--- src/rtl/wb_master_rr.sv ---
// Round-robin Wishbone classic master serving NUM_CH valid/ready request channels.
// Optional bus timeout enabled by defining WB_MASTER_TIMEOUT_EN.
module wb_master_rr #(
    parameter int WB_DATA_WIDTH  = 32,
    parameter int WB_ADDR_WIDTH  = 11,
    parameter int GRANULARITY    = 8,
    parameter int NUM_CH         = 2,
    parameter int TIMEOUT_CYCLES = 255,
    localparam int SEL_W         = WB_DATA_WIDTH / GRANULARITY
) (
    input  logic                              clk_i,
    input  logic                              rst_i,
    input  logic [NUM_CH-1:0]                 req_valid_i,
    output logic [NUM_CH-1:0]                 req_ready_o,
    input  logic [NUM_CH-1:0]                 req_we_i,
    input  logic [NUM_CH*WB_ADDR_WIDTH-1:0]   req_addr_i,
    input  logic [NUM_CH*WB_DATA_WIDTH-1:0]   req_data_i,
    input  logic [NUM_CH*SEL_W-1:0]           req_sel_i,
    output logic [NUM_CH-1:0]                 done_o,
    output logic                              done_err_o,
    output logic [WB_DATA_WIDTH-1:0]          rd_data_o,
    output logic [WB_ADDR_WIDTH-1:0]          addr_o,
    output logic [WB_DATA_WIDTH-1:0]          data_o,
    input  logic [WB_DATA_WIDTH-1:0]          data_i,
    output logic [SEL_W-1:0]                  sel_o,
    output logic                              we_o,
    output logic                              cyc_o,
    output logic                              stb_o,
    input  logic                              ack_i,
    input  logic                              err_i
);

    localparam int PTR_W = (NUM_CH > 1) ? $clog2(NUM_CH) : 1;
    localparam int unsigned NCH_U = NUM_CH;

    if (NUM_CH < 1 || NUM_CH > 8 || TIMEOUT_CYCLES < 1) begin : g_bad_param
        $error("wb_master_rr: NUM_CH must be 1..8 and TIMEOUT_CYCLES >= 1");
    end

    typedef enum logic {
        IDLE,
        ACK_PHASE
    } state_t;

    state_t            state, state_next;
    logic [PTR_W-1:0]  ptr, owner, gnt_idx, ptr_next;
    logic              gnt_found;
    logic              bus_end;
    logic              end_err;
    logic              timeout_hit;
    int unsigned       scan_idx;

`ifdef WB_MASTER_TIMEOUT_EN
    localparam int TO_W = $clog2(TIMEOUT_CYCLES + 1);
    logic [TO_W-1:0] to_cnt;

    // Held at zero while idle, so it is already clear on entry to ACK_PHASE.
    always_ff @(posedge clk_i or posedge rst_i) begin
        if (rst_i) begin
            to_cnt <= '0;
        end else if (state == IDLE) begin
            to_cnt <= '0;
        end else begin
            to_cnt <= to_cnt + 1'b1;
        end
    end

    assign timeout_hit = (state == ACK_PHASE) && (to_cnt == TO_W'(TIMEOUT_CYCLES - 1));
`else
    assign timeout_hit = 1'b0;
`endif

    // Round-robin scan starting at the pointer, wrapping modulo NUM_CH.
    always_comb begin
        gnt_found = 1'b0;
        gnt_idx   = '0;
        scan_idx  = 0;
        for (int unsigned i = 0; i < NCH_U; i++) begin
            scan_idx = (32'(ptr) + i) % NCH_U;
            if (!gnt_found && req_valid_i[scan_idx]) begin
                gnt_found = 1'b1;
                gnt_idx   = PTR_W'(scan_idx);
            end
        end
    end

    assign ptr_next = (gnt_idx == PTR_W'(NUM_CH - 1)) ? '0 : gnt_idx + 1'b1;

    always_ff @(posedge clk_i or posedge rst_i) begin
        if (rst_i) begin
            state <= IDLE;
        end else begin
            state <= state_next;
        end
    end

    always_comb begin
        state_next  = state;
        req_ready_o = '0;
        bus_end     = 1'b0;
        end_err     = 1'b0;
        case (state)
            IDLE: begin
                if (gnt_found && !rst_i) begin
                    req_ready_o[gnt_idx] = 1'b1;
                    state_next           = ACK_PHASE;
                end
            end
            ACK_PHASE: begin
                // ack/err take priority over a timeout on the same edge.
                if (ack_i || err_i) begin
                    bus_end    = 1'b1;
                    end_err    = err_i;
                    state_next = IDLE;
                end else if (timeout_hit) begin
                    bus_end    = 1'b1;
                    end_err    = 1'b1;
                    state_next = IDLE;
                end
            end
            default: state_next = IDLE;
        endcase
    end

    always_ff @(posedge clk_i or posedge rst_i) begin
        if (rst_i) begin
            addr_o     <= '0;
            data_o     <= '0;
            sel_o      <= '0;
            we_o       <= 1'b0;
            cyc_o      <= 1'b0;
            stb_o      <= 1'b0;
            owner      <= '0;
            ptr        <= '0;
            done_o     <= '0;
            done_err_o <= 1'b0;
            rd_data_o  <= '0;
        end else begin
            done_o     <= '0;
            done_err_o <= 1'b0;
            if (|req_ready_o) begin
                addr_o <= req_addr_i[gnt_idx*WB_ADDR_WIDTH +: WB_ADDR_WIDTH];
                data_o <= req_data_i[gnt_idx*WB_DATA_WIDTH +: WB_DATA_WIDTH];
                sel_o  <= req_sel_i[gnt_idx*SEL_W +: SEL_W];
                we_o   <= req_we_i[gnt_idx];
                cyc_o  <= 1'b1;
                stb_o  <= 1'b1;
                owner  <= gnt_idx;
                ptr    <= ptr_next;
            end
            if (bus_end) begin
                cyc_o      <= 1'b0;
                stb_o      <= 1'b0;
                done_o     <= NUM_CH'(1) << owner;
                done_err_o <= end_err;
                if (ack_i && !err_i && !we_o) begin
                    rd_data_o <= data_i;
                end
            end
        end
    end

endmodule

--- config.mk ---
export PLATFORM = sky130hd
export DESIGN_NAME = wb_master_rr
export DESIGN_NICKNAME = d
export VERILOG_FILES = /design/src/rtl/wb_master_rr.sv
export SDC_FILE = /design/constraint.sdc
export NUM_CORES = 1
export LEC_CHECK = 0
export ABC_AREA = 1
export CORE_ASPECT_RATIO = 0.7
export CORE_MARGIN = 8
export CORE_UTILIZATION = 43
export CTS_BUF_LIST = sky130_fd_sc_hd__clkbuf_4 sky130_fd_sc_hd__clkbuf_8
export CTS_CLUSTER_DIAMETER = 120
export DETAILED_ROUTE_END_ITERATION = 10
export GPL_TIMING_DRIVEN = 0
export PLACE_DENSITY = 0.89
export SYNTH_ARGS = -nofsm -noshare
export SYNTH_HDL_FRONTEND = slang
export SYNTH_SLANG_ARGS = --single-unit
--- constraint.sdc ---
create_clock -name clk_i -period 6.6 [get_ports clk_i]
set_input_delay 0.66 -clock clk_i [delete_from_list [all_inputs] [get_ports clk_i]]
set_output_delay 0.66 -clock clk_i [all_outputs]
set_load 0.02 [all_outputs]
=== Word-level counts from Yosys, hierarchy flattened ===
Cells that the tools add are included.

* Register bits after elaboration: 87
* Input bits: 134
* Output and inout bits: 87

* Multiplexer cells: 26
* Bitwise operators: 1
* Reductions and logical operators: 13
* Multipliers: 1
* Shift-type cells: 4
* Magnitude comparators: 4
* Add/sub/neg operators: 2

{| class="wikitable"
|+ Operators with widths
! operator !! count
|-
| $shiftx A64 B7 Y32 || 1
|-
| $shiftx A22 B6 Y11 || 1
|-
| $mux W1 || 21
|-
| $shiftx A8 B4 Y4 || 1
|-
| $lt A1 B2 Y1 const B || 3
|-
| $mux W2 || 3
|-
| $logic_and A1 B1 Y1 || 5
|-
| $mul A1 B4 Y5 const B || 1
|-
| $logic_not A1 Y1 || 4
|-
| $add A1 B1 Y1 const B || 2
|-
| $pmux W1 S2 || 1
|-
| $reduce_and A2 Y1 || 1
|-
| $reduce_bool A2 Y1 || 1
|-
| $reduce_or A2 Y1 || 1
|-
| $shl A1 B1 Y2 const A || 1
|-
| $demux W1 S1 || 1
|-
| $ge A1 B1 Y1 const B || 1
|-
| $logic_or A1 B1 Y1 || 1
|-
| $not A1 Y1 || 1
|}

=== Logic depth before layout (Yosys ltp) ===
* Word-level depth: 15
* Gate-level depth with buffers: 6

=== Worst setup path after synthesis ===
Ideal clock, no wire load.

* Path kind: input-to-output
* From: input port rst_i
* To: output port req_ready_o[0]
* Cell stages on the path: 6
* Data required time: 5940 ps
* Data arrival time: 3289 ps
* Path slack: 2651 ps
* Cell sequence: inv_1 -> nand2_2 -> nor2_4 -> buf_6 -> nand2_1 -> inv_1

* Longest elaborated chain between the ends: 4

{| class="wikitable"
|+ RTL lines
! element !! RTL line !! RTL
|-
| from (decl) || 12 || <nowiki>input logic rst_i,</nowiki>
|-
| $logic_not A1 Y1 (no line) || - ||
|-
| $logic_and A1 B1 Y1 || 104 || <nowiki>if (gnt_found && !rst_i) begin</nowiki>
|-
| $mux W2 || 104 ||
|-
| $mux W2 || 102 || <nowiki>case (state)</nowiki>
|-
| to (decl) || 14 || <nowiki>output logic [NUM_CH-1:0] req_ready_o,</nowiki>
|}

Every way passes these cells.

=== Worst setup path after layout ===
Same ends and word-level chain as after synthesis.

==> results.cfg <==
[min_path]
min_from = owner
whs_endpoint = done_o[0]
worstHoldPathCells = 1
hold_path_class = reg2reg

[global_routing]
use_met1_pct = 26.9
antenna_found_initial = 0
grt_max_degree = 58
grt_first_pass_wirelength_um = 22600
gr-usage-met2_pct = 38.5
grt_pass1_vias = 4305
gr-max-usage-layer = met2
grt_use_total_pct = 23.5
use_met3_pct = 9.41
grt_overflow = 0

[final_layout]
n_antenna_cell = 0
seq_area_um2 = 2180
stdcell_area_um2 = 6530
final_util_pct = 72.9
drive_gt1_share_pct = 7.83
fin_nets = 806
layout_commonest_cell = clkdlybuf4s50_1
stdcell_count = 801
filler_cell_count = 673
multi_input_area_um2 = 1370
synthToLayoutAreaGrowth_pct = 66.3
final_cell_mix = 219 x clkdlybuf4s50_1, 96 x nand3_1, 88 x nand2_1

[power]
pwr-share-comb_pct = 41.8
ir_drop_mv = 0.295
netSwitchingFraction_pct = 35.3
total_power_mw = 2.02
p_per_area_nw_per_um2 = 309
leakagePower_nw = 2.96
clkPwrFrac_pct = 20.4
p_switching_mw = 0.711
seqPwrFrac_pct = 37.8
internal_power_mw = 1.31

[clocking]
ctsHoldBuffers = 0
htree_num_levels = 3
post_cts_resize_count = 0
cts_setup_buffers = 0
cts-root-buf = clkbuf_8
numCtsBuffers = 9
cts_tree = yes
clk_latency_ns = 0.36
cts_buffer_depth = 2
clkSlewWorstSetupHoldPaths_ns = 0.08
cts.sinks = 87

[run]
cap_violations = 0

[sta]
timing.hold.ws_ns = 0.470
tns_ns = 0
skew_ns = 0.00959
hold_viol_final = 0
period_share_pct = 58.8
slew_headroom_pct = 68.3
fmax_mhz = 258
finalMaxSlewViolations = 0
worst_slack_ns = 2.72
finalSetupViolCount = 0
rsz0062_at_grt = no
worst_pin_slew_ns = 0.476
min_period_ns = 3.88

[placement]
gp_congestion = 0.841
dp.cells = 785
post-place-ws_ns = 2.67
place_area_um2 = 6300
dp_hpwl_um = 11300
io_buffers = 219

[floorplanning]
io_pins = 221
dieArea_um2 = 12500
initial_utilization_pct = 43.8
die_x_um = 130
core_area_um2 = 8960
std_cell_rows = 29
die_h_um = 96.0

[routing]
viasPerCell = 5.21
vias = 4177
drt_pass1_iterations = 4
wire_per_inst_um = 18.3
drc = 0
drtIter0Drc = 250
wl_um = 14700
ant_nets = 0

[outcome]
status = completed

[critical_path]
r2r_cells = 5
cp-end-kind = primary output
arrival_ns = 3.22
cp-start-kind = input pin
rr_endpoint = data_o[29]
path_max_fanout = 57
crit_required_ns = 5.94
ff2ff_setup_slack_ns = 5.25
timing.rr.start = state
worst-setup-path-type = in2out

[synthesis]
avgSynthCellArea_um2 = 8.91
yosysTopAreaCellShare_pct = 55.4
synthTopCellsByArea = dfrtp_1 55%, nand3_1 12%, nand2_1 8.4%
ys_warn_count = 0
synth_cell_types = 17
synth_area_um2 = 3930
synth-seq-cells = 87
syn-instance-count = 441
synth_nets = 575
synth_area_leader_cell = dfrtp_1
ys_seq_area_share_pct = 55.4
==> power by group through the flow <==
stage | clock, mW | combinational (mW) | sequential (mW)
6_report | 0.411 | 0.844 | 0.763
5_1_grt | 0.442 | 0.900 | 0.780
4_1_cts | 0.421 | 0.852 | 0.762
3_5_place_dp | 0 | 0.848 | 0.770
3_3_place_gp | 0 | 0.828 | 0.762
2_1_floorplan | 0 | 0.208 | 0.941
==> logic make-up after synthesis <==
| group | after synthesis | share of synthesized area [%] |
|---|---|---|
| buffers and inverters | 76 | 9.59 |
| flip-flops | 87 | 55.4 |
| AND/OR/NAND/NOR | 242 | 30.1 |
| AO/OA/AOI/OAI | 36 | 4.87 |
==> Yosys cell counts <==
library cell  instances
clkbuf_1              9
dfrtp_1              87
nand3_4               1
buf_6                 8
o21ai_0               3
nor2_4                2
nand2_2               1
buf_4                 2
nand4_1              48
nand3_1              96
nand2_1              88
inv_1                38
or2_2                 1
nor2_1                5
o21ai_4               1
buf_2                19
o21ai_1              32
==> per-layer routing <==
layer  routed length (µm)  vias to the layer above
met4                  499                        0
met1                 5800                     1983
met2                 6990                      198
li1                     -                     1956
met5                    0                        -
met3                 1400                       40
==> critical path: stages <==
cell	delay, ns
clkdlybuf4s50_1	0.51
inv_4	0.38
buf_16	0.33
nand2_2	0.14
nor2_4	0.21
buf_6	0.18
nand2_1	0.09
inv_1	0.06
clkdlybuf4s50_1	0.62
==> layout make-up <==
class,count,area share [%]
clock buffer,13,2.74
sequential,87,33.3
multi-input combinational,278,21.0
buffer,38,3.58
tap,124,2.38
inverter,38,2.22
timing repair buffer,220,34.0
clock inverter,3,0.728
==> how the worst max path moves through the flow <==
stage | from | to | slack, ns | cells after the start
3_5_place_dp | rst_i | req_ready_o[0] | 2.67 | 9
6_report | rst_i | req_ready_o[0] | 2.72 | 9
4_1_cts | rst_i | req_ready_o[0] | 2.67 | 9
5_1_grt | rst_i | req_ready_o[0] | 2.56 | 9
3_3_place_gp | rst_i | req_ready_o[0] | 0.67 | 8
2_1_floorplan | rst_i | req_ready_o[0] | 2.65 | 6
==> registers in the layout, indices dropped and copies added (netlist names) <==
register,flops
addr_o,11
data_o,32
done_err_o,1
done_o,2
owner,1
ptr,1
rd_data_o,32
sel_o,4
state,1
stb_o,1
we_o,1
No activity file was read; power rests on OpenSTA's default activity.
